--- config.mk ---
export PLATFORM = sky130hd
export DESIGN_NAME = otter_dmem_arbiter
export DESIGN_NICKNAME = d
export VERILOG_FILES = /design/src/rtl/otter_dmem_arbiter.sv
export SDC_FILE = /design/constraint.sdc
export NUM_CORES = 1
export LEC_CHECK = 0
export CORE_AREA = 2 2 120 122
export DETAILED_ROUTE_END_ITERATION = 7
export DIE_AREA = 0 0 122 124
export GPL_TIMING_DRIVEN = 0
export SLEW_MARGIN = 10
export SYNTH_ARGS = -nofsm -noshare
export SYNTH_HDL_FRONTEND = slang
export SYNTH_SLANG_ARGS = --single-unit
--- constraint.sdc ---
create_clock -name CLK -period 2 [get_ports CLK]
set_clock_uncertainty 0.15 [all_clocks]
set_input_delay 0.2 -clock CLK [delete_from_list [all_inputs] [get_ports CLK]]
set_output_delay 0.2 -clock CLK [all_outputs]
set_load 0.02 [all_outputs]
--- src/rtl/otter_dmem_arbiter.sv ---
// rtl/otter_dmem_arbiter.sv - OTTER data-port (port 2) arbiter between CPU memory stage and debug loader
module otter_dmem_arbiter #(
   parameter int MAX_WAIT = 8
) (
   input  logic        CLK,
   input  logic        RST,
   input  logic        CPU_REQ,
   input  logic [31:0] CPU_ADDR,
   input  logic        CPU_WE,
   input  logic [1:0]  CPU_SIZE,
   input  logic        CPU_SIGN,
   input  logic [31:0] CPU_DIN,
   output logic        CPU_GNT,
   output logic        CPU_RVALID,
   output logic [31:0] CPU_DOUT,
   input  logic        DBG_REQ,
   input  logic [31:0] DBG_ADDR,
   input  logic        DBG_WE,
   input  logic [1:0]  DBG_SIZE,
   input  logic        DBG_SIGN,
   input  logic [31:0] DBG_DIN,
   input  logic        DBG_LOCK,
   output logic        DBG_GNT,
   output logic        DBG_RVALID,
   output logic [31:0] DBG_DOUT,
   output logic [31:0] MEM_ADDR2,
   output logic [31:0] MEM_DIN2,
   output logic        MEM_WRITE2,
   output logic        MEM_READ2,
   output logic [1:0]  MEM_SIZE,
   output logic        MEM_SIGN,
   input  logic [31:0] MEM_DOUT2
);

   typedef enum logic [1:0] {ARB, FORCE, LOCKED} state_t;

   localparam logic [7:0] WAIT_LIM = 8'(MAX_WAIT);

   state_t     state, state_nxt;
   logic [7:0] wait_cnt, wait_nxt;
   logic       cpu_gnt, dbg_gnt;
   logic       rd_cpu, rd_dbg;

   always_comb begin
      state_nxt = state;
      wait_nxt  = 8'd0;
      cpu_gnt   = 1'b0;
      dbg_gnt   = 1'b0;
      case (state)
         ARB: begin
            if (CPU_REQ)
               cpu_gnt = 1'b1;
            else if (DBG_REQ)
               dbg_gnt = 1'b1;
            if (DBG_REQ && !dbg_gnt)
               wait_nxt = (wait_cnt >= WAIT_LIM) ? WAIT_LIM : wait_cnt + 8'd1;
            // A loader grant in ARB clears wait_nxt, so a simultaneous reach skips FORCE
            if (dbg_gnt && DBG_LOCK)
               state_nxt = LOCKED;
            else if (wait_nxt == WAIT_LIM)
               state_nxt = FORCE;
         end
         FORCE: begin
            if (DBG_REQ) begin
               dbg_gnt   = 1'b1;
               state_nxt = DBG_LOCK ? LOCKED : ARB;
            end else begin
               cpu_gnt   = CPU_REQ;
               state_nxt = ARB;
            end
         end
         LOCKED: begin
            dbg_gnt = DBG_REQ;
            if (!DBG_LOCK)
               state_nxt = ARB;
         end
         default: state_nxt = ARB;
      endcase
      if (RST) begin
         cpu_gnt = 1'b0;
         dbg_gnt = 1'b0;
      end
   end

   always_ff @(posedge CLK) begin
      if (RST) begin
         state    <= ARB;
         wait_cnt <= 8'd0;
         rd_cpu   <= 1'b0;
         rd_dbg   <= 1'b0;
      end else begin
         state    <= state_nxt;
         wait_cnt <= wait_nxt;
         rd_cpu   <= cpu_gnt & ~CPU_WE;
         rd_dbg   <= dbg_gnt & ~DBG_WE;
      end
   end

   // CPU fields are the idle default on the memory port
   assign MEM_ADDR2  = dbg_gnt ? DBG_ADDR : CPU_ADDR;
   assign MEM_DIN2   = dbg_gnt ? DBG_DIN  : CPU_DIN;
   assign MEM_SIZE   = dbg_gnt ? DBG_SIZE : CPU_SIZE;
   assign MEM_SIGN   = dbg_gnt ? DBG_SIGN : CPU_SIGN;
   assign MEM_WRITE2 = (cpu_gnt & CPU_WE)  | (dbg_gnt & DBG_WE);
   assign MEM_READ2  = (cpu_gnt & ~CPU_WE) | (dbg_gnt & ~DBG_WE);

   assign CPU_GNT    = cpu_gnt;
   assign DBG_GNT    = dbg_gnt;
   // Masking with RST kills the return of a read issued just before reset
   assign CPU_RVALID = rd_cpu & ~RST;
   assign DBG_RVALID = rd_dbg & ~RST;
   assign CPU_DOUT   = MEM_DOUT2;
   assign DBG_DOUT   = MEM_DOUT2;

endmodule

-- Word-level counts from Yosys, hierarchy flattened
Index checks and enable logic that the tools add are counted.
- bitwise operators: 12
- mux-type cells: 22
- eq/ne operators: 5
- $lt $le $gt $ge: 1
- reductions and logical operators: 6
- add/subtract/negate cells: 1
- operators with widths (kind ; count):
    $mux 32 ; 2
    $mux 8 ; 3
    $mux 2 ; 6
    $add 8x1->8 const B ; 1
    $eq 8x4->1 const B ; 1
    $ge 8x4->1 const B ; 1
    $mux 1 ; 8
    $and 1x1->1 ; 6
    $pmux 2 s3 ; 1
    $not 1->1 ; 4
    $ne 3x3->1 const B ; 1
    $pmux 1 s3 ; 1
    $eq 2x1->1 const B ; 1
    $eq 2x2->1 const B ; 1
    $logic_and 1x1->1 ; 2
    $logic_not 2->1 ; 1
    $ne 2x2->1 const B ; 1
    $or 1x1->1 ; 2
    $pmux 1 s2 ; 1
    $reduce_and 2->1 ; 1
    $reduce_or 2->1 ; 1
    $logic_not 1->1 ; 1
- output and inout port bits: 137
- bits in registers: 12
- bits of input ports: 173

-- Depth between registers and ports, before layout
Gate-level depths: netlist of the first run.
- depth in word-level cells: 11
- gate-level depth with buffers: 9
- depth with buffers taken out: 7

-- Worst setup path before layout of the first run
Ideal clock, no wire load.
- path type: flip-flop to output port
- start point: reg state[0]
- end point: out MEM_DIN2[14]
- arrival time: 1825 ps
- slack: -175 ps
- stages on the path, launching flop included: 10
- cells stage by stage: dfxtp_1 > inv_1 > ha_1 > nor2b_2 > nor2_1 > or3_4 > clkinv_2 > buf_8 > buf_12 > mux2_4
- word-level cells in the longest chain between the ends: 4
- elaborated cells on any way between the ends: 6
- RTL lines (item ; line ; RTL):
    start: declaration ; 39 ; state_t state, state_nxt;
    start signal: assignment ; 92 ; state <= state_nxt;
    $eq 2x2->1 (tied with other cells) ; 49 ; case (state)
    $pmux 1 s3 (*) ; 49 ;
    $mux 1 (*) ; 79 ; if (RST) begin
    $mux 32 (*) ; 101 ; assign MEM_DIN2 = dbg_gnt ? DBG_DIN : CPU_DIN;
    end: declaration ; 27 ; output logic [31:0] MEM_DIN2,
Mark *: on every way between the ends. The rest lies on a longest branch, timed or not.

-- Final worst setup path of the first run
- start point: reg state[1]
- end point: out MEM_DIN2[27]
Same word-level chain as after synthesis.

==> key figures, run 1 <==
Power and ir drop
  • Overall power after layout: 0.002137 W
  • Maximum ir drop on the vdd rail: 497.0 uV
  • LEAKAGE: 2.532 nW
  • Cell Pwr Density: approximately 380 mW/mm^2

Critical path
  • Required time at the endpoint of the critical path: between 1.5 and 2 ns
  • Setup CP Type: reg2out
  • Worst r2r dst: state[1]
  • Critical Path Source Type: flop
  • Number of cells traversed by the worst register-to-register path: 4
  • Crit end category: output port
  • Worst reg-to-reg setup slack: 0.20 ns
  • Largest driver fanout on the critical path: 5
  • Critical path data arrival time: 2.16 ns
  • Source of the worst register-to-register timing path: wait_cnt[5]

Logic synthesis
  • Yosys reg bits: 12
  • Post-synthesis cell type with the largest combined area: sky130_fd_sc_hd__mux2_2
  • Mean instance size in the synthesized netlist: 9.578 um^2
  • Proportion of netlist area held by the largest area contributor: between 30% and 40%
  • Synthesized cell area: 0.001916 mm^2
  • Number of instances in the synthesized netlist: 200
  • Count of flip-flops with a built-in enable after synthesis: 0
  • Dominant cells by area after synthesis: sky130_fd_sc_hd__mux2_2 (34%), sky130_fd_sc_hd__buf_4 (27%), sky130_fd_sc_hd__dfxtp_1 (13%)
  • Yosys warns: 0
  • Post-synth top flop: sky130_fd_sc_hd__dfxtp_1
  • Sequential cell area fraction in the yosys report: 12.54%
  • Synth unique cells: 34
  • Async S/R FF share, synth: 0%

Clocking
  • Maximum number of buffers from clock root to sink: 2
  • Number of buffers inserted during clock tree synthesis: 3
  • Sinks on Clock Net: 12
  • Number of H-tree levels: 1
  • Later-pin clock latency in the skew report: 0.24 ns
  • Clock transition time at the flip-flop clock pins of the worst setup and hold paths: 0.05 ns
  • CTS tree: yes
  • Clock root buffer: sky130_fd_sc_hd__clkbuf_16

Job
  • Max-cap violations: 0

STA
  • Worst path setup slack after routing: -0.5132 ns
  • RSZ-0062 raised after global routing: true
  • Count of final hold-check violations: 0
  • Minimum clock period: 2.513 ns
  • Fin crit share: 125.7%
  • Timing-limited maximum frequency: 397.9 MHz
  • Final Setup Violations: 71
  • Slew Limit Fails: 0

Min path
  • Tightest Hold Check Type: reg2reg
  • Hold wc startpoint: wait_cnt[0]
  • Depth of the worst hold-timing path: 1
  • End point of the worst hold path: wait_cnt[0]

Drt
  • Total iterations of the first detailed-routing run: 4
  • Via count: 2,532
  • Per-cell via count in the routed design: roughly 3.7
  • Detail-routed net length per standard cell: 16.05 um
  • Total wirelength of the detailed-routed design: 11,060 um
  • Count of nets left with antenna violations after detail routing: 0
  • Residual DRC count: 0
  • Number of design-rule violations left by the first detailed-router iteration: 74

Placement
  • GPL Wtd Cong: 0.7666
  • Estimated wirelength of the detail-placed design: 9086 um
  • Placed Cells: 660
  • PortBufs: 277

Run status
  • Run status: finished with violations
  • Violated checks: setup timing

Global routing
  • Number of antenna violations at the first check in global routing: 0
  • Global-route wire length before repair: 14,390 um
  • Vias in the first global route: 2,496
  • Global route overflow: 0
  • Pin count of the biggest net entering global routing: 11
  • Total track usage: 12.20%

Die
  • Starting utilization of the core area: 13.96%
  • Width of the die: between 100 and 150 um
  • Number of placement rows: 43
  • Area of the die: 0.01513 mm^2
  • Floorplan die height: 124 um
  • Core footprint: 0.01372 mm^2
  • Io pins: a little over 300

Final layout
  • Number of inserted diodes: 0
  • Area overhead of the layout relative to synthesis: 196.8%
  • Finished Layout Cells: 689
  • Share of final-layout standard cells stronger than drive strength 1: around 50%
  • NumNets Final: approximately 700
  • Number of filler cells placed in the layout: 1,314
==> area by class of cell <==
type | count | area [um^2] | area share (%)
repair buffers | 302 | 3119 | 54.86
multi-input cells | 112 | 1350 | 23.75
plain buffers | 70 | 600.6 | 10.56
flip-flops and latches | 12 | 242.7 | 4.269
well taps | 180 | 225.2 | 3.961
clock buffers | 4 | 88.84 | 1.563
inverters | 8 | 42.54 | 0.7482
repair inverters | 1 | 16.27 | 0.2861
==> registers in the layout, indices dropped and copies added (netlist names) <==
| register | count |
|---|---|
| rd_dbg | 1 |
| wait_cnt | 8 |
| state | 2 |
| rd_cpu | 1 |
==> logic make-up after synthesis <==
| group | after synthesis | share of synthesized area (%) |
|---|---|---|
| xor+xnor | 1 | 0.4573 |
| mux | 68 | 41.87 |
| buf+inv | 79 | 30.50 |
| compound gates | 8 | 3.070 |
| other cells | 1 | 0.1958 |
| fa+ha+maj | 6 | 3.919 |
| flops | 12 | 12.54 |
| simple gates | 25 | 7.447 |
==> worst max-delay path by stage <==
stage	start	end	slack [ns]	cells after the start
after floorplan	state[1]	MEM_DIN2[14]	-0.06	9
after global placement	RST	MEM_DIN2[29]	-1.0	7
after detailed placement	RST	MEM_DIN2[29]	-0.99	7
after CTS	state[0]	MEM_ADDR2[26]	-0.54	9
after global routing	state[1]	MEM_DIN2[19]	-0.61	10
final	state[1]	MEM_DIN2[27]	-0.51	10
==> report_power, final <==
| part | switching, W | internal, W | total, W | leakage, nW |
|---|---|---|---|---|
| Sequential | 0.00000369 | 0.000250 | 0.000254 | 0.0996 |
| Clock | 0.000110 | 0.000302 | 0.000412 | 0.0442 |
| Combinational | 0.000549 | 0.000922 | 0.00147 | 2.39 |
==> layout by cell type (no fill, tap or decap), types with 2 or more instances in the layout <==
| cell type | count |
|---|---|
| sky130_fd_sc_hd__clkdlybuf4s50_1 | 205 |
| sky130_fd_sc_hd__buf_4 | 79 |
| sky130_fd_sc_hd__buf_6 | 68 |
| sky130_fd_sc_hd__mux2_4 | 64 |
| sky130_fd_sc_hd__buf_12 | 11 |
| sky130_fd_sc_hd__dfxtp_1 | 10 |
| sky130_fd_sc_hd__nor2_1 | 7 |
| sky130_fd_sc_hd__buf_2 | 6 |
| sky130_fd_sc_hd__clkbuf_16 | 5 |
| sky130_fd_sc_hd__inv_1 | 4 |
| sky130_fd_sc_hd__ha_1 | 4 |
| sky130_fd_sc_hd__conb_1 | 4 |
| sky130_fd_sc_hd__inv_2 | 3 |
| sky130_fd_sc_hd__mux2_2 | 3 |
| sky130_fd_sc_hd__nor2b_1 | 3 |
| sky130_fd_sc_hd__nand2b_1 | 2 |
| sky130_fd_sc_hd__clkinv_8 | 2 |
| sky130_fd_sc_hd__nand3_1 | 2 |
| sky130_fd_sc_hd__ha_4 | 2 |
| sky130_fd_sc_hd__dfxtp_2 | 2 |
==> through the flow <==
step	setup slack (ns)	area, um^2	TNS (ns)	hold slack (ns)	util [%]
2_1_floorplan	-0.05560	2071	-1.406	0.1224	-
4_1_cts	-0.5372	5490	-30.84	0.3194	40.02
3_5_place_dp	-0.9862	5069	-62.14	0.3094	36.94
6_report	-0.5132	5685	-31.23	0.3109	41.44
5_1_grt	-0.6060	5685	-37.44	0.3346	41.44
3_3_place_gp	-0.9971	5069	-62.41	0.2847	36.94
==> Yosys cell counts, drive strengths merged (2+ instances only) <==
cell type / n
buf: 71
or3: 2
inv: 7
dfxtp: 12
nand3: 2
nand2b: 2
nor2b: 4
ha: 6
mux2: 67
nor2: 8
==> layer usage <==
layer  global-route usage [%]  share of wire (%)  up-vias
met5                        0                  0        -
met4                    2.155               0.82        0
met3                    2.060                7.6        6
met2                    23.36                 55      112
met1                    14.32                 36     1181
li1                         -                  -     1233
==> worst max-delay path, cell delays in order, from the launching register on <==
cell	delay, ns
sky130_fd_sc_hd__dfxtp_2	0.32
sky130_fd_sc_hd__inv_2	0.08
sky130_fd_sc_hd__ha_4	0.14
sky130_fd_sc_hd__nor2b_4	0.14
sky130_fd_sc_hd__nor2_2	0.04
sky130_fd_sc_hd__or3_4	0.39
sky130_fd_sc_hd__buf_12	0.16
sky130_fd_sc_hd__clkinv_8	0.06
sky130_fd_sc_hd__buf_12	0.12
sky130_fd_sc_hd__mux2_4	0.33
sky130_fd_sc_hd__buf_6	0.14
==> what timing repair did <==
action,4_1_cts,5_1_grt
endpoints found under the setup margin,71,71
gates resized for setup,425,45
buffers inserted,16,8
pin swaps,0,3
hold buffers,0,0
gates cloned,2,3
Note: power is estimated with default switching activity, not from simulation.
==> inputs of run 2 (changes only) <==
--- a/config.mk
+++ b/config.mk
@@ -5,10 +5,15 @@
 export SDC_FILE = /design/constraint.sdc
 export NUM_CORES = 1
 export LEC_CHECK = 0
-export CORE_AREA = 2 2 120 122
+export CELL_PAD_IN_SITES_DETAIL_PLACEMENT = 1
+export CELL_PAD_IN_SITES_GLOBAL_PLACEMENT = 1
+export CORE_ASPECT_RATIO = 0.75
+export CORE_MARGIN = 2
+export CORE_UTILIZATION = 12
 export DETAILED_ROUTE_END_ITERATION = 7
-export DIE_AREA = 0 0 122 124
 export GPL_TIMING_DRIVEN = 0
+export PLACE_DENSITY_LB_ADDON = 0.1
+export REMOVE_ABC_BUFFERS = 1
 export SLEW_MARGIN = 10
 export SYNTH_ARGS = -nofsm -noshare
 export SYNTH_HDL_FRONTEND = slang
==> run 2 against run 1 <==
The flow still finishes with violations (setup timing). Die area grew 12%. Non-clock buffer count shrank 134. Largest power group unchanged. Combinational power shrank 16%. Cell area fell by 16%. Largest cell class unchanged. Critical path type unchanged. Critical path depth unchanged. Sequential share of layout area grew 0.86 points. Power down 14%.
==> key figures, run 2 (synthesized netlist as in run 1, its figures left out) <==
Final layout
  • Commonest non-fill, non-tap cells in the layout: sky130_fd_sc_hd__clkdlybuf4s50_1 (142), sky130_fd_sc_hd__buf_6 (79), sky130_fd_sc_hd__mux2_4 (67), sky130_fd_sc_hd__dfxtp_1 (10), sky130_fd_sc_hd__buf_4 (10) (was sky130_fd_sc_hd__clkdlybuf4s50_1 (205), sky130_fd_sc_hd__buf_4 (79), sky130_fd_sc_hd__buf_6 (68), sky130_fd_sc_hd__mux2_4 (64), sky130_fd_sc_hd__buf_12 (11))
  • Number of filler cells placed in the layout: 1,715 (was 1,314)
  • Most common cell after layout, fill and taps aside: sky130_fd_sc_hd__clkdlybuf4s50_1 (unchanged)
  • Area overhead of the layout relative to synthesis: 149.5% (was 196.8%)
  • Post-route standard cell area excluding fillers: 0.004780 mm^2 (was 0.005685 mm^2)
  • Number of inserted diodes: 0 (unchanged)
  • NumNets Final: 565 (was 689)
  • Max FFs per register: 8 (unchanged)
  • Most flop-heavy register: wait_cnt (unchanged)
  • Finished Layout Cells: 589 (was 689)
  • Share of final-layout standard cells stronger than drive strength 1: 50.00% (was 49.71%)
  • Registers with the most flip-flops: wait_cnt: 8 flops, state: 2 flops (unchanged)

Placement
  • GPL Wtd Cong: 0.7482 (was 0.7666)
  • Placed Cells: 550 (was 660)
  • PortBufs: 213 (was 277)
  • Estimated wirelength of the detail-placed design: 10,890 um (was 9086 um)
  • Placed Area: 0.003766 mm^2 (was 0.005069 mm^2)

STA
  • Timing-limited maximum frequency: 384.2 MHz (was 397.9 MHz)
  • Final Setup Violations: 71 (unchanged)
  • Worst path setup slack after routing: -0.6028 ns (was -0.5132 ns)
  • Minimum clock period: 2.603 ns (was 2.513 ns)
  • RSZ-0062 raised after global routing: true (unchanged)
  • Count of final hold-check violations: 0 (unchanged)
  • Fin crit share: 130.1% (was 125.7%)
  • Slew Limit Fails: 0 (unchanged)

Critical path
  • Number of buffers and inverters on the critical path: 5 (unchanged)
  • Setup CP Type: reg2out (unchanged)
  • Critical Path Source Type: flop (unchanged)
  • Cell type with the highest occurrence count on the critical path: sky130_fd_sc_hd__buf_6 (was sky130_fd_sc_hd__buf_12)
  • Critical path data arrival time: 2.25 ns (was 2.16 ns)
  • Standard cell with the maximum stage delay on the critical path: sky130_fd_sc_hd__or3_4 (unchanged)
  • Largest driver fanout on the critical path: 8 (was 5)
  • Required time at the endpoint of the critical path: 1.65 ns (about the same)
  • Worst path cell trace: inv_4 > ha_4 > nor2b_4 > nor2_2 > or3_4 > buf_6 > buf_16 > clkinv_16 > mux2_4 > buf_6 (was inv_2 > ha_4 > nor2b_4 > nor2_2 > or3_4 > buf_12 > clkinv_8 > buf_12 > mux2_4 > buf_6)
  • Biggest cell delay along the critical path: 0.38 ns (was 0.39 ns)
  • Kind of cell adding the most delay to the critical path: buffers and inverters (was simple AND/OR/NAND/NOR gates)
  • Crit end category: output port (unchanged)

Die
  • Io pins: 310 (unchanged)
  • Width of the die: 149.9 um (was 122 um)
  • Area of the die: 0.01700 mm^2 (was 0.01513 mm^2)
  • Floorplan die height: 113.4 um (was 124 um)
  • Starting utilization of the core area: 12.42% (was 13.96%)
  • Number of placement rows: 39 (was 43)
  • Core footprint: 0.01542 mm^2 (was 0.01372 mm^2)

Drt
  • Met3 Routed Length: 1356 um (was 838 um)
  • Count of nets left with antenna violations after detail routing: 0 (unchanged)
  • Metal2 WL: 7772 um (was 6100 um)
  • Detail-routed net length per standard cell: 25.12 um (was 16.05 um)
  • Via count: 2,207 (was 2,532)
  • Total iterations of the first detailed-routing run: 4 (unchanged)
  • Per-cell via count in the routed design: 3.747 (was 3.675)
  • Total wirelength of the detailed-routed design: 14,800 um (was 11,060 um)
  • Top routing layer in use: met4 (unchanged)
  • Met1 wire length: 5612 um (was 4030 um)
  • Residual DRC count: 0 (unchanged)
  • Number of design-rule violations left by the first detailed-router iteration: 62 (was 74)

Clocking
  • Maximum number of buffers from clock root to sink: 2 (unchanged)
  • Clock root buffer: sky130_fd_sc_hd__clkbuf_16 (unchanged)
  • Number of buffers added to fix hold violations after cts: 0 (unchanged)
  • Clock transition time at the flip-flop clock pins of the worst setup and hold paths: 0.04 ns (was 0.05 ns)
  • Number of H-tree levels: 1 (unchanged)
  • Sinks on Clock Net: 12 (unchanged)
  • Later-pin clock latency in the skew report: 0.24 ns (about the same)
  • CTS tree: yes (unchanged)
  • Number of buffers inserted during clock tree synthesis: 3 (unchanged)

Power and ir drop
  • Cell Pwr Density: 386.6 mW/mm^2 (was 375.8 mW/mm^2)
  • Maximum ir drop on the vdd rail: 215.1 uV (was 497.0 uV)
  • LEAKAGE: 2.056 nW (was 2.532 nW)

Global routing
  • Global route overflow: 0 (unchanged)
  • Vias in the first global route: 2,473 (was 2,496)
  • Global-route wire length before repair: 19,230 um (was 14,390 um)
  • Total track usage: 16.30% (was 12.20%)
  • Pin count of the biggest net entering global routing: 10 (was 11)
  • Number of antenna violations at the first check in global routing: 0 (unchanged)

Job
  • Max-cap violations: 0 (unchanged)

Run status
  • Violated checks: setup timing (unchanged)
  • Run status: finished with violations (unchanged)

Min path
  • Tightest Hold Check Type: in2out (was reg2reg)
-- run 2: changes by cell type in the layout (fill, tap and decap cells not counted), moves of 2 or more --
cell	previous run	this run
sky130_fd_sc_hd__mux2_4	64	67
sky130_fd_sc_hd__buf_12	11	4
sky130_fd_sc_hd__clkbuf_16	5	3
sky130_fd_sc_hd__buf_6	68	79
sky130_fd_sc_hd__clkinv_8	2	5
sky130_fd_sc_hd__clkdlybuf4s50_1	205	142
sky130_fd_sc_hd__buf_8	0	2
sky130_fd_sc_hd__clkinv_16	0	6
sky130_fd_sc_hd__mux2_2	3	0
sky130_fd_sc_hd__buf_4	79	10
sky130_fd_sc_hd__buf_2	6	0
-- run 2: path summary, 6_finish.rpt --
kind / start / end / slack (ns) / depth (start not counted)
hold reg to reg: wait_cnt[0] / wait_cnt[0] / 0.31 / 1
hold / removal: MEM_DOUT2[27] / CPU_DOUT[27] / 0.25 / 0
setup reg to reg: wait_cnt[5] / state[1] / 0.18 / 4
setup / recovery: state[1] / MEM_DIN2[4] / -0.60 / 10
-- run 2: metal layers --
layer	global-route usage, %	up-vias
met5	1.471	-
met4	1.761	0
met3	7.640	5
met2	28.77	138
met1	18.44	1076
li1	-	988
-- run 2: power by group --
| group | total [W] | switching, W | internal (W) |
|---|---|---|---|
| Sequential | 0.000253 | 0.00000420 | 0.000249 |
| Clock | 0.000365 | 0.000105 | 0.000261 |
| Combinational | 0.00123 | 0.000486 | 0.000743 |
| Total | 0.00185 | 0.000595 | 0.00125 |
-- run 2: layout make-up --
| class | instances | area [um^2] | area share, % |
|---|---|---|---|
| flip-flops and latches | 12 | 245.2 | 5.131 |
| clock buffers | 3 | 75.07 | 1.571 |
| repair buffers | 238 | 2524 | 52.80 |
| multi-input cells | 112 | 1369 | 28.64 |
| well taps | 205 | 256.5 | 5.366 |
| inverters | 8 | 58.81 | 1.230 |
| repair inverters | 11 | 251.5 | 5.262 |
-- run 2: stage by stage --
stage	setup slack [ns]	hold WS, ns	total power (W)	utilization, %	TNS [ns]
2_1_floorplan	-0.6597	0.1223	0.0006271	-	-44.84
3_3_place_gp	-1.872	0.2504	0.001194	24.40	-124.53
3_5_place_dp	-1.271	0.2504	0.001190	24.42	-83.15
4_1_cts	-0.6228	0.2504	0.001732	28.37	-37.26
5_1_grt	-0.6601	0.2503	0.001941	31.00	-40.34
6_report	-0.6028	0.2502	0.001848	31.00	-35.56
-- run 2: worst register-to-register path, stage by stage (launching register included) --
cell and delay, ns:
sky130_fd_sc_hd__dfxtp_1 0.29, sky130_fd_sc_hd__or4_1 0.57, sky130_fd_sc_hd__a311oi_1 0.37, sky130_fd_sc_hd__o21ba_2 0.21, sky130_fd_sc_hd__mux2i_1 0.17
-- run 2: timing repair --
action | CTS | global route
buffers inserted | 13 | 14
setup endpoints to repair | 71 | 71
pin swaps | 3 | 6
gates cloned | 10 | 1
gates resized for setup | 452 | 88
==> inputs of run 3 (changes only) <==
--- a/config.mk
+++ b/config.mk
@@ -10,6 +10,7 @@
 export CORE_ASPECT_RATIO = 0.75
 export CORE_MARGIN = 2
 export CORE_UTILIZATION = 12
+export CTS_CLUSTER_SIZE = 24
 export DETAILED_ROUTE_END_ITERATION = 7
 export GPL_TIMING_DRIVEN = 0
 export PLACE_DENSITY_LB_ADDON = 0.1
==> constraint.sdc (replaced) <==
create_clock -name CLK -period 2.2 [get_ports CLK]
set_clock_uncertainty 0.15 [all_clocks]
set_input_delay 0.22 -clock CLK [delete_from_list [all_inputs] [get_ports CLK]]
set_output_delay 0.22 -clock CLK [all_outputs]
set_load 0.02 [all_outputs]
==> run 3 against run 2 <==
The run still ends with setup timing left. Non-clock buffer count shrank 1. Setup slack gained 0.18 ns. Highest routed layer unchanged. Critical endpoint unchanged. Clock power shrank 9.0%. Combinational power shrank 9.8%. Largest cell class unchanged. Worst hold slack gained 0.040 ns. Sequential share of layout area is essentially flat. Core utilization shrank 0.19 points. Global-route usage is essentially flat. Flip-flop and latch count is the same. Wire length is essentially flat. Power shrank 9.5%.
==> key figures, run 3 (synthesized netlist as in run 1, its figures left out) <==
Final layout
  • Finished Layout Cells: 588 (was 589)
  • Number of inserted diodes: 0 (unchanged)
  • Area of all sequential standard cells: 245.2 um^2 (unchanged)
  • Most common cell after layout, fill and taps aside: sky130_fd_sc_hd__clkdlybuf4s50_1 (unchanged)
  • Share of final-layout standard cells stronger than drive strength 1: 49.09% (was 50.00%)
  • Final standard cell utilization of the core: 30.81% (was 31.00%)
  • NumNets Final: 564 (was 565)
  • Area overhead of the layout relative to synthesis: 148.0% (was 149.5%)
  • Number of filler cells placed in the layout: 1,716 (was 1,715)
  • Area occupied by multi-input gates: 0.001353 mm^2 (was 0.001369 mm^2)
  • Most flop-heavy register: wait_cnt (unchanged)
  • Max FFs per register: 8 (unchanged)
  • Registers with the most flip-flops: wait_cnt: 8 flops, state: 2 flops (unchanged)
  • Commonest non-fill, non-tap cells in the layout: sky130_fd_sc_hd__clkdlybuf4s50_1 (141), sky130_fd_sc_hd__buf_6 (76), sky130_fd_sc_hd__mux2_4 (67), sky130_fd_sc_hd__dfxtp_1 (10), sky130_fd_sc_hd__buf_4 (10) (was sky130_fd_sc_hd__clkdlybuf4s50_1 (142), sky130_fd_sc_hd__buf_6 (79), sky130_fd_sc_hd__mux2_4 (67), sky130_fd_sc_hd__dfxtp_1 (10), sky130_fd_sc_hd__buf_4 (10))

Power and ir drop
  • Sequential Power Share: 13.8% (was 13.7%)
  • Maximum ir drop on the vdd rail: 195.1 uV (was 215.1 uV)
  • Switching pwr: 0.0005383 W (was 0.0005949 W)
  • Fraction of power spent switching nets: 32.20% (about the same)
  • Internal: 0.001134 W (was 0.001253 W)
  • Cell Pwr Density: 351.9 mW/mm^2 (was 386.6 mW/mm^2)
  • Share of power burned in combinational logic: 66.4% (was 66.5%)
  • LEAKAGE: 2.051 nW (was 2.056 nW)
  • Clk network pwr share: 19.9% (was 19.8%)

Drt
  • Total wirelength of the detailed-routed design: 14,790 um (was 14,800 um)
  • Via count: 2,224 (was 2,207)
  • Met3 Routed Length: 1386 um (was 1356 um)
  • Total iterations of the first detailed-routing run: 4 (unchanged)
  • Met1 wire length: 5560 um (was 5612 um)
  • Count of nets left with antenna violations after detail routing: 0 (unchanged)
  • Per-cell via count in the routed design: 3.782 (was 3.747)
  • Number of design-rule violations left by the first detailed-router iteration: 74 (was 62)
  • Detail-routed net length per standard cell: 25.16 um (was 25.12 um)
  • Top routing layer in use: met4 (unchanged)
  • Residual DRC count: 0 (unchanged)
  • Metal2 WL: 7787 um (was 7772 um)

Critical path
  • Critical Path Source Type: flop (unchanged)
  • Largest driver fanout on the critical path: 8 (unchanged)
  • Cell type with the highest occurrence count on the critical path: sky130_fd_sc_hd__buf_6 (unchanged)
  • Number of buffers and inverters on the critical path: 5 (unchanged)
  • Worst reg-to-reg setup slack: 0.37 ns (was 0.18 ns)
  • Depth of the critical timing path with buffers and inverters included: 10 (unchanged)
  • Worst path cell trace: inv_4 > ha_4 > nor2b_4 > nor2_2 > or3_4 > buf_6 > buf_16 > clkinv_16 > mux2_4 > buf_6 (unchanged)
  • Crit end category: output port (unchanged)
  • Biggest cell delay along the critical path: 0.38 ns (about the same)
  • Standard cell with the maximum stage delay on the critical path: sky130_fd_sc_hd__or3_4 (unchanged)
  • Critical path data arrival time: 2.25 ns (about the same)
  • Number of cells traversed by the worst register-to-register path: 4 (unchanged)
  • Setup CP Type: reg2out (unchanged)
  • Required time at the endpoint of the critical path: 1.83 ns (was 1.65 ns)
  • Kind of cell adding the most delay to the critical path: buffers and inverters (unchanged)

Clocking
  • Number of buffers added to fix hold violations after cts: 0 (unchanged)
  • Clock transition time at the flip-flop clock pins of the worst setup and hold paths: 0.04 ns (about the same)
  • Maximum number of buffers from clock root to sink: 2 (unchanged)
  • CTS tree: yes (unchanged)
  • Sinks on Clock Net: 12 (unchanged)
  • Later-pin clock latency in the skew report: 0.24 ns (about the same)
  • Number of buffers inserted during clock tree synthesis: 3 (unchanged)
  • Clock root buffer: sky130_fd_sc_hd__clkbuf_16 (unchanged)
  • Number of H-tree levels: 1 (unchanged)

Global routing
  • Global route overflow: 0 (unchanged)
  • Pin count of the biggest net entering global routing: 10 (unchanged)
  • Total track usage: 16.29% (was 16.30%)
  • Vias in the first global route: 2,468 (was 2,473)
  • Number of antenna violations at the first check in global routing: 0 (unchanged)
  • Global-route wire length before repair: 19,230 um (unchanged)

STA
  • Final Setup Violations: 70 (was 71)
  • Final TNS setup: -22.83 ns (was -35.56 ns)
  • Worst path setup slack after routing: -0.4223 ns (was -0.6028 ns)
  • RSZ-0062 raised after global routing: true (unchanged)
  • Slew Limit Fails: 0 (unchanged)
  • Fin crit share: 119.2%
  • Worst hold slack: 0.2902 ns (was 0.2502 ns)
  • Timing-limited maximum frequency: approximately 380 MHz
  • Minimum clock period: 2.622 ns
  • Count of final hold-check violations: 0 (unchanged)

Die
  • Floorplan die height: 113.4 um (unchanged)
  • Starting utilization of the core area: 12.42% (unchanged)
  • Core footprint: 0.01542 mm^2 (unchanged)
  • Io pins: 310 (unchanged)
  • Number of placement rows: 39 (unchanged)
  • Width of the die: 149.9 um (unchanged)
  • Area of the die: 0.01700 mm^2 (unchanged)

Run status
  • Run status: finished with violations (unchanged)
  • Violated checks: setup timing (unchanged)

Placement
  • Estimated wirelength of the detail-placed design: 10,890 um (unchanged)
  • Placed Cells: 550 (unchanged)
  • Setup WS pre-CTS: -1.111 ns (was -1.271 ns)
  • GPL Wtd Cong: 0.7482 (unchanged)
  • PortBufs: 213 (unchanged)

Job
  • Max-cap violations: 0 (unchanged)

Min path
  • Depth of the worst hold-timing path: 0 (unchanged)
  • Tightest Hold Check Type: in2out (unchanged)
run 3: path summary, 6_finish.rpt:
check / startpoint / end
max: state[1] / MEM_DIN2[4]
min: MEM_DOUT2[27] / CPU_DOUT[27]
max reg2reg: wait_cnt[5] / state[1]
min reg2reg: wait_cnt[0] / wait_cnt[0]
run 3: stage by stage:
| stage | cell area, um^2 | total power [W] |
|---|---|---|
| finish | 4751 | 0.001672 |
| global route | 4751 | 0.001757 |
| CTS | 4362 | 0.001571 |
| detailed placement | 3766 | 0.001082 |
| global placement | 3762 | 0.001086 |
| floorplan | 1374 | 0.0005701 |
run 3: cell type report:
cell class              count  share of cell area, %
multi-input cells         112                  28.47
clock buffers               3                  1.580
well taps                 205                  5.399
flip-flops and latches     12                  5.162
repair buffers            237                  52.86
inverters                   8                  1.238
repair inverters           11                  5.294
run 3: layer usage:
| layer | up-vias | GRT usage [%] |
|---|---|---|
| met2 | 143 | 28.68 |
| met1 | 1086 | 18.49 |
| met3 | 9 | 7.640 |
| met5 | - | 1.471 |
| met4 | 0 | 1.761 |
| li1 | 986 | - |
run 3: repair_timing:
| action | 4_1_cts | 5_1_grt |
|---|---|---|
| pin swaps | 3 | 4 |
| gates resized for setup | 449 | 87 |
| buffers inserted | 13 | 12 |
| cloned | 10 | 1 |
| setup endpoints to repair | 71 | 70 |
run 3: power groups by stage:
stage | clock network (W) | registers [W] | logic, W
2_1_floorplan | 0 | 0.000233 | 0.000337
5_1_grt | 0.000359 | 0.000231 | 0.00117
6_report | 0.000332 | 0.000230 | 0.00111
3_3_place_gp | 0 | 0.000235 | 0.000851
3_5_place_dp | 0 | 0.000235 | 0.000847
4_1_cts | 0.000339 | 0.000231 | 0.00100
==> patch 1 (config.mk and constraints of run 1) <==
Reset style: asynchronous (`RST`), changed in one clocked block.
--- a/src/rtl/otter_dmem_arbiter.sv
+++ b/src/rtl/otter_dmem_arbiter.sv
@@ -83,5 +83,5 @@
    end
 
-   always_ff @(posedge CLK) begin
+   always_ff @(posedge CLK or posedge RST) begin
       if (RST) begin
          state    <= ARB;
Check against the original RTL: no difference found for any inputs over 10 cycles, from zero or initial values and one cycle with RST high; that may be too few to reach the edited logic, so the function may still have changed.
==> patch 1 against run 1 <==
The run still ends with negative setup slack left; power grew 68%; die area stayed put; wire length up 0.15%; setup slack worse by 0.019 ns; sequential cell count did not move; final area down 4.4%; cell count is 0.44% lower; via count up 0.79%; synthesized area shrank 1.6%.
==> patch 1: results (changes against run 1) <==
critPathCapture: "MEM_ADDR2[23]"
nonClkBufAreaFrac_pct: 64.8  # -0.59 points
whs_endpoint: "wait_cnt[3]"
ys_top_cells_by_count: "67 x mux2_2, 64 x buf_4, 12 x dfrtp_1, 9 x inv_1, 8 x nor2_1"
irDropWorstVdd_mv: 0.253  # -49%
grt_pass1_wl_microns: 14700  # +2.3%
first_iter_violations: 20  # -73%
r2r_end: "state[1]"
setup_ws_ns: -0.532  # -0.0189 ns
drive_gt1_share_pct: 49.8  # +0.097 points
critical_path.slowest_cell: "dfrtp_1"
n_antenna_cell: 0  # unchanged
finalWirelength_microns: 11100  # +0.15%
dp.cells: 656  # -0.61%
setup_tns_ns: -30.37  # +0.860 ns
placed_area_sq_um: 4950  # -2.4%
numCtsBuffers: 3  # unchanged
clockNetworkAreaShare_pct: 1.63  # +0.072 points
cts-resized-gates: 313  # -26%
ff_latch_area_sq_um: 300  # +24%
path_max_fanout: 10  # +5
status: "finished with violations"
fill_cells: 1377  # +4.8%
yosysUniqueCellTypes: 27  # -21%
r2r_cells: 4  # unchanged
rrSetupSlack_ns: 0.10  # -0.10 ns
gp_congestion: 0.705  # -8.0%
fin_util_pct: 39.6  # -1.8 points
synth_ff_type: "dfrtp_1"
hold_start: "DBG_REQ"
cts.htree.levels: 1  # unchanged
dp_slack_ns: -1.33  # -0.344 ns
clkSinkCount: 12  # unchanged
critPathTopFamily: "buffers and inverters"
min_path_type: "in2reg"
synthArstFlopShare_pct: 100  # +100 points
violations: "negative setup slack"
grt_pass1_vias: 2654  # +6.3%
grt_max_degree: 14  # +3
crit_path_start: "state[0]"
track_usage_pct: 12.7  # +0.50 points
port_buffers: 276  # -0.36%
final_cells: 686  # -0.44%
reg2reg_from: "wait_cnt[4]"
cts_setup_buffers: 18  # +2
finalSetupViolCount: 71  # unchanged
ys_seq_area_share_pct: 15.9  # +3.4 points
leakage_nw: 2.53  # about the same
crit_arrival_ns: 2.18  # +0.02 ns
netlist_top_cells_area: "mux2_2 40%, buf_4 25%, dfrtp_1 16%"
syn-mean-instance-area_sq_um: 9.57  # about the same
via_count: 2552  # +0.79%
min_delay_path_depth: 3  # +2
num-multi-input-gates: 107  # -4.5%
dpl.hpwl_microns: 9590  # +5.6%
hold_slack_ns: 0.205  # -0.106 ns
multi_input_area_share_pct: 23.1  # -0.62 points
nNonClkBuffers: 374  # +0.54%
patch 1: changes by cell type after synthesis, moves of 2 or more:
cell and change:
buf_2 +7, mux2_2 +10, inv_1 +2, buf_4 -5, dfxtp_1 -12, mux2_4 -10
dfrtp_1 +12, nand2b_1 -2
patch 1: per-layer routing:
metal / global-route usage [%] / part of all wire (%) / vias to the layer above
met5: 0 / 0 / -
met4: 2.73 / 0.63 / 0
met3: 3.48 / 9.1 / 7
met2: 22.6 / 53 / 138
met1: 15.3 / 37 / 1185
li1: - / - / 1222
patch 1: logic make-up after synthesis:
| group | count (synthesis) | share of synthesized area (%) |
|---|---|---|
| buf+inv | 81 | 29.3 |
| mux | 68 | 40.5 |
| simple gates | 19 | 5.44 |
| flops | 12 | 15.9 |
| compound gates | 9 | 4.11 |
| fa+ha+maj | 6 | 3.98 |
| other cells | 1 | 0.199 |
| xor+xnor | 1 | 0.465 |
patch 1: power breakdown:
part           switching, W  internal, W
registers         0.0000212     0.000275
logic               0.00122      0.00167
clock network      0.000108     0.000302
==> patch 2 (settings of run 1) <==
Made on the original files. Change the parameter `MAX_WAIT` from 8 to 4.
--- a/src/rtl/otter_dmem_arbiter.sv
+++ b/src/rtl/otter_dmem_arbiter.sv
@@ -1,5 +1,5 @@
 // rtl/otter_dmem_arbiter.sv - OTTER data-port (port 2) arbiter between CPU memory stage and debug loader
 module otter_dmem_arbiter #(
-   parameter int MAX_WAIT = 8
+   parameter int MAX_WAIT = 4
 ) (
    input  logic        CLK,
Function: changed (a bounded check fails within 10 cycles, from zero or initial values and one cycle with RST high).
==> patch 2 against run 1 <==
The run still ends with negative setup slack left; die area stayed put; final area is 0.62% higher; sequential cell count stayed put; largest cell class unchanged; first-iteration DRC count is 54% lower; synthesized area is 0.85% lower; power is 0.46% lower; setup slack worse by 0.034 ns; wire length is 13% lower.
==> patch 2: results (changes against run 1) <==
min_path_type: "in2reg"
cts-resized-gates: 402  # -5.4%
critical_path.max_stage_delay_ns: 0.42  # +0.03 ns
drive_gt1_share_pct: 48.9  # -0.79 points
whs_endpoint: "state[0]"
fill_cells: 1294  # -1.5%
netlist_top_cells_area: "mux2_2 34%, buf_4 27%, dfxtp_1 13%"
grt_pass1_wl_microns: 12800  # -11%
setup_tns_ns: -35.10  # -3.87 ns
clk_pin_slew_ns: 0.04
synthXorXnorAreaFrac_pct: 0  # -0.46 points
first_iter_violations: 34  # -54%
hold_slack_ns: 0.131  # -0.180 ns
clockBufferDepth: 2  # unchanged
rrSetupSlack_ns: 0.32  # +0.12 ns
hold_start: "RST"
dp_slack_ns: -1.07  # -0.0830 ns
leakage_nw: 2.56  # +0.98%
via_count: 2548  # +0.63%
r2r_end: "rd_dbg"
r2r_cells: 8  # +4
status: "finished with violations"
dp.cells: 659  # -0.15%
nets: 685  # -0.58%
synth_fa_ha_area_share_pct: 3.95  # +0.034 points
setup_ws_ns: -0.547  # -0.0342 ns
yosysUniqueCellTypes: 27  # -21%
ys_top_cells_by_count: "69 x buf_4, 57 x mux2_2, 12 x dfxtp_1, 10 x mux2_4, 8 x inv_1"
placed_area_sq_um: 5030  # -0.74%
syn_inst: 198  # -1.0%
critPathCapture: "MEM_DIN2[0]"
irDropWorstVdd_mv: 0.766  # +54%
crit_arrival_ns: 2.20  # +0.04 ns
dpl.hpwl_microns: 8010  # -12%
violations: "negative setup slack"
cts_setup_buffers: 13  # -3
numCtsBuffers: 3  # unchanged
ys_seq_area_share_pct: 12.6  # +0.11 points
cts.htree.levels: 1  # unchanged
track_usage_pct: 10.5  # -1.7 points
gp_congestion: 0.803  # +4.8%
synthMuxAreaShare_pct: 42.2  # +0.36 points
finalWirelength_microns: 9670  # -13%
finalSetupViolCount: 70  # -1.4%
min_delay_path_depth: 2  # +1
wl_per_cell_microns: 14.1  # -12%
## patch 2: changes by cell type in the layout (fill, tap and decap cells not counted), sizes merged, moves of 2 or more
cell	run 1	this run
inv	7	9
nand2b	2	0
nand2	1	6
clkdlybuf4s50	205	203
nor2	8	5
o2111ai	0	2
nor2b	4	2
nor4	0	3
clkinv	2	0
nand3	2	0
buf	164	161
## patch 2: layer usage
layer / wire length, microns / up-vias / track usage (%)
met3: 844 / 0 / 1.74
met5: 0 / - / 0
met1: 3350 / 1184 / 11.4
li1: - / 1228 / -
met2: 5480 / 136 / 22.1
met4: 0 / 0 / 0.431
## patch 2: power breakdown
part           total (W)  internal (W)  switching (W)
registers       0.000254      0.000251     0.00000344
logic            0.00148      0.000935       0.000541
clock network   0.000397      0.000301      0.0000957
## patch 2: final cells by class
type	count	area, sq um	area share (%)
buffer	70	601	10.5
clock buffer	4	88.8	1.55
inverter	9	46.3	0.809
multi-input combinational	110	1320	23.1
sequential	12	243	4.24
tap	180	225	3.94
timing repair buffer	300	3200	55.9
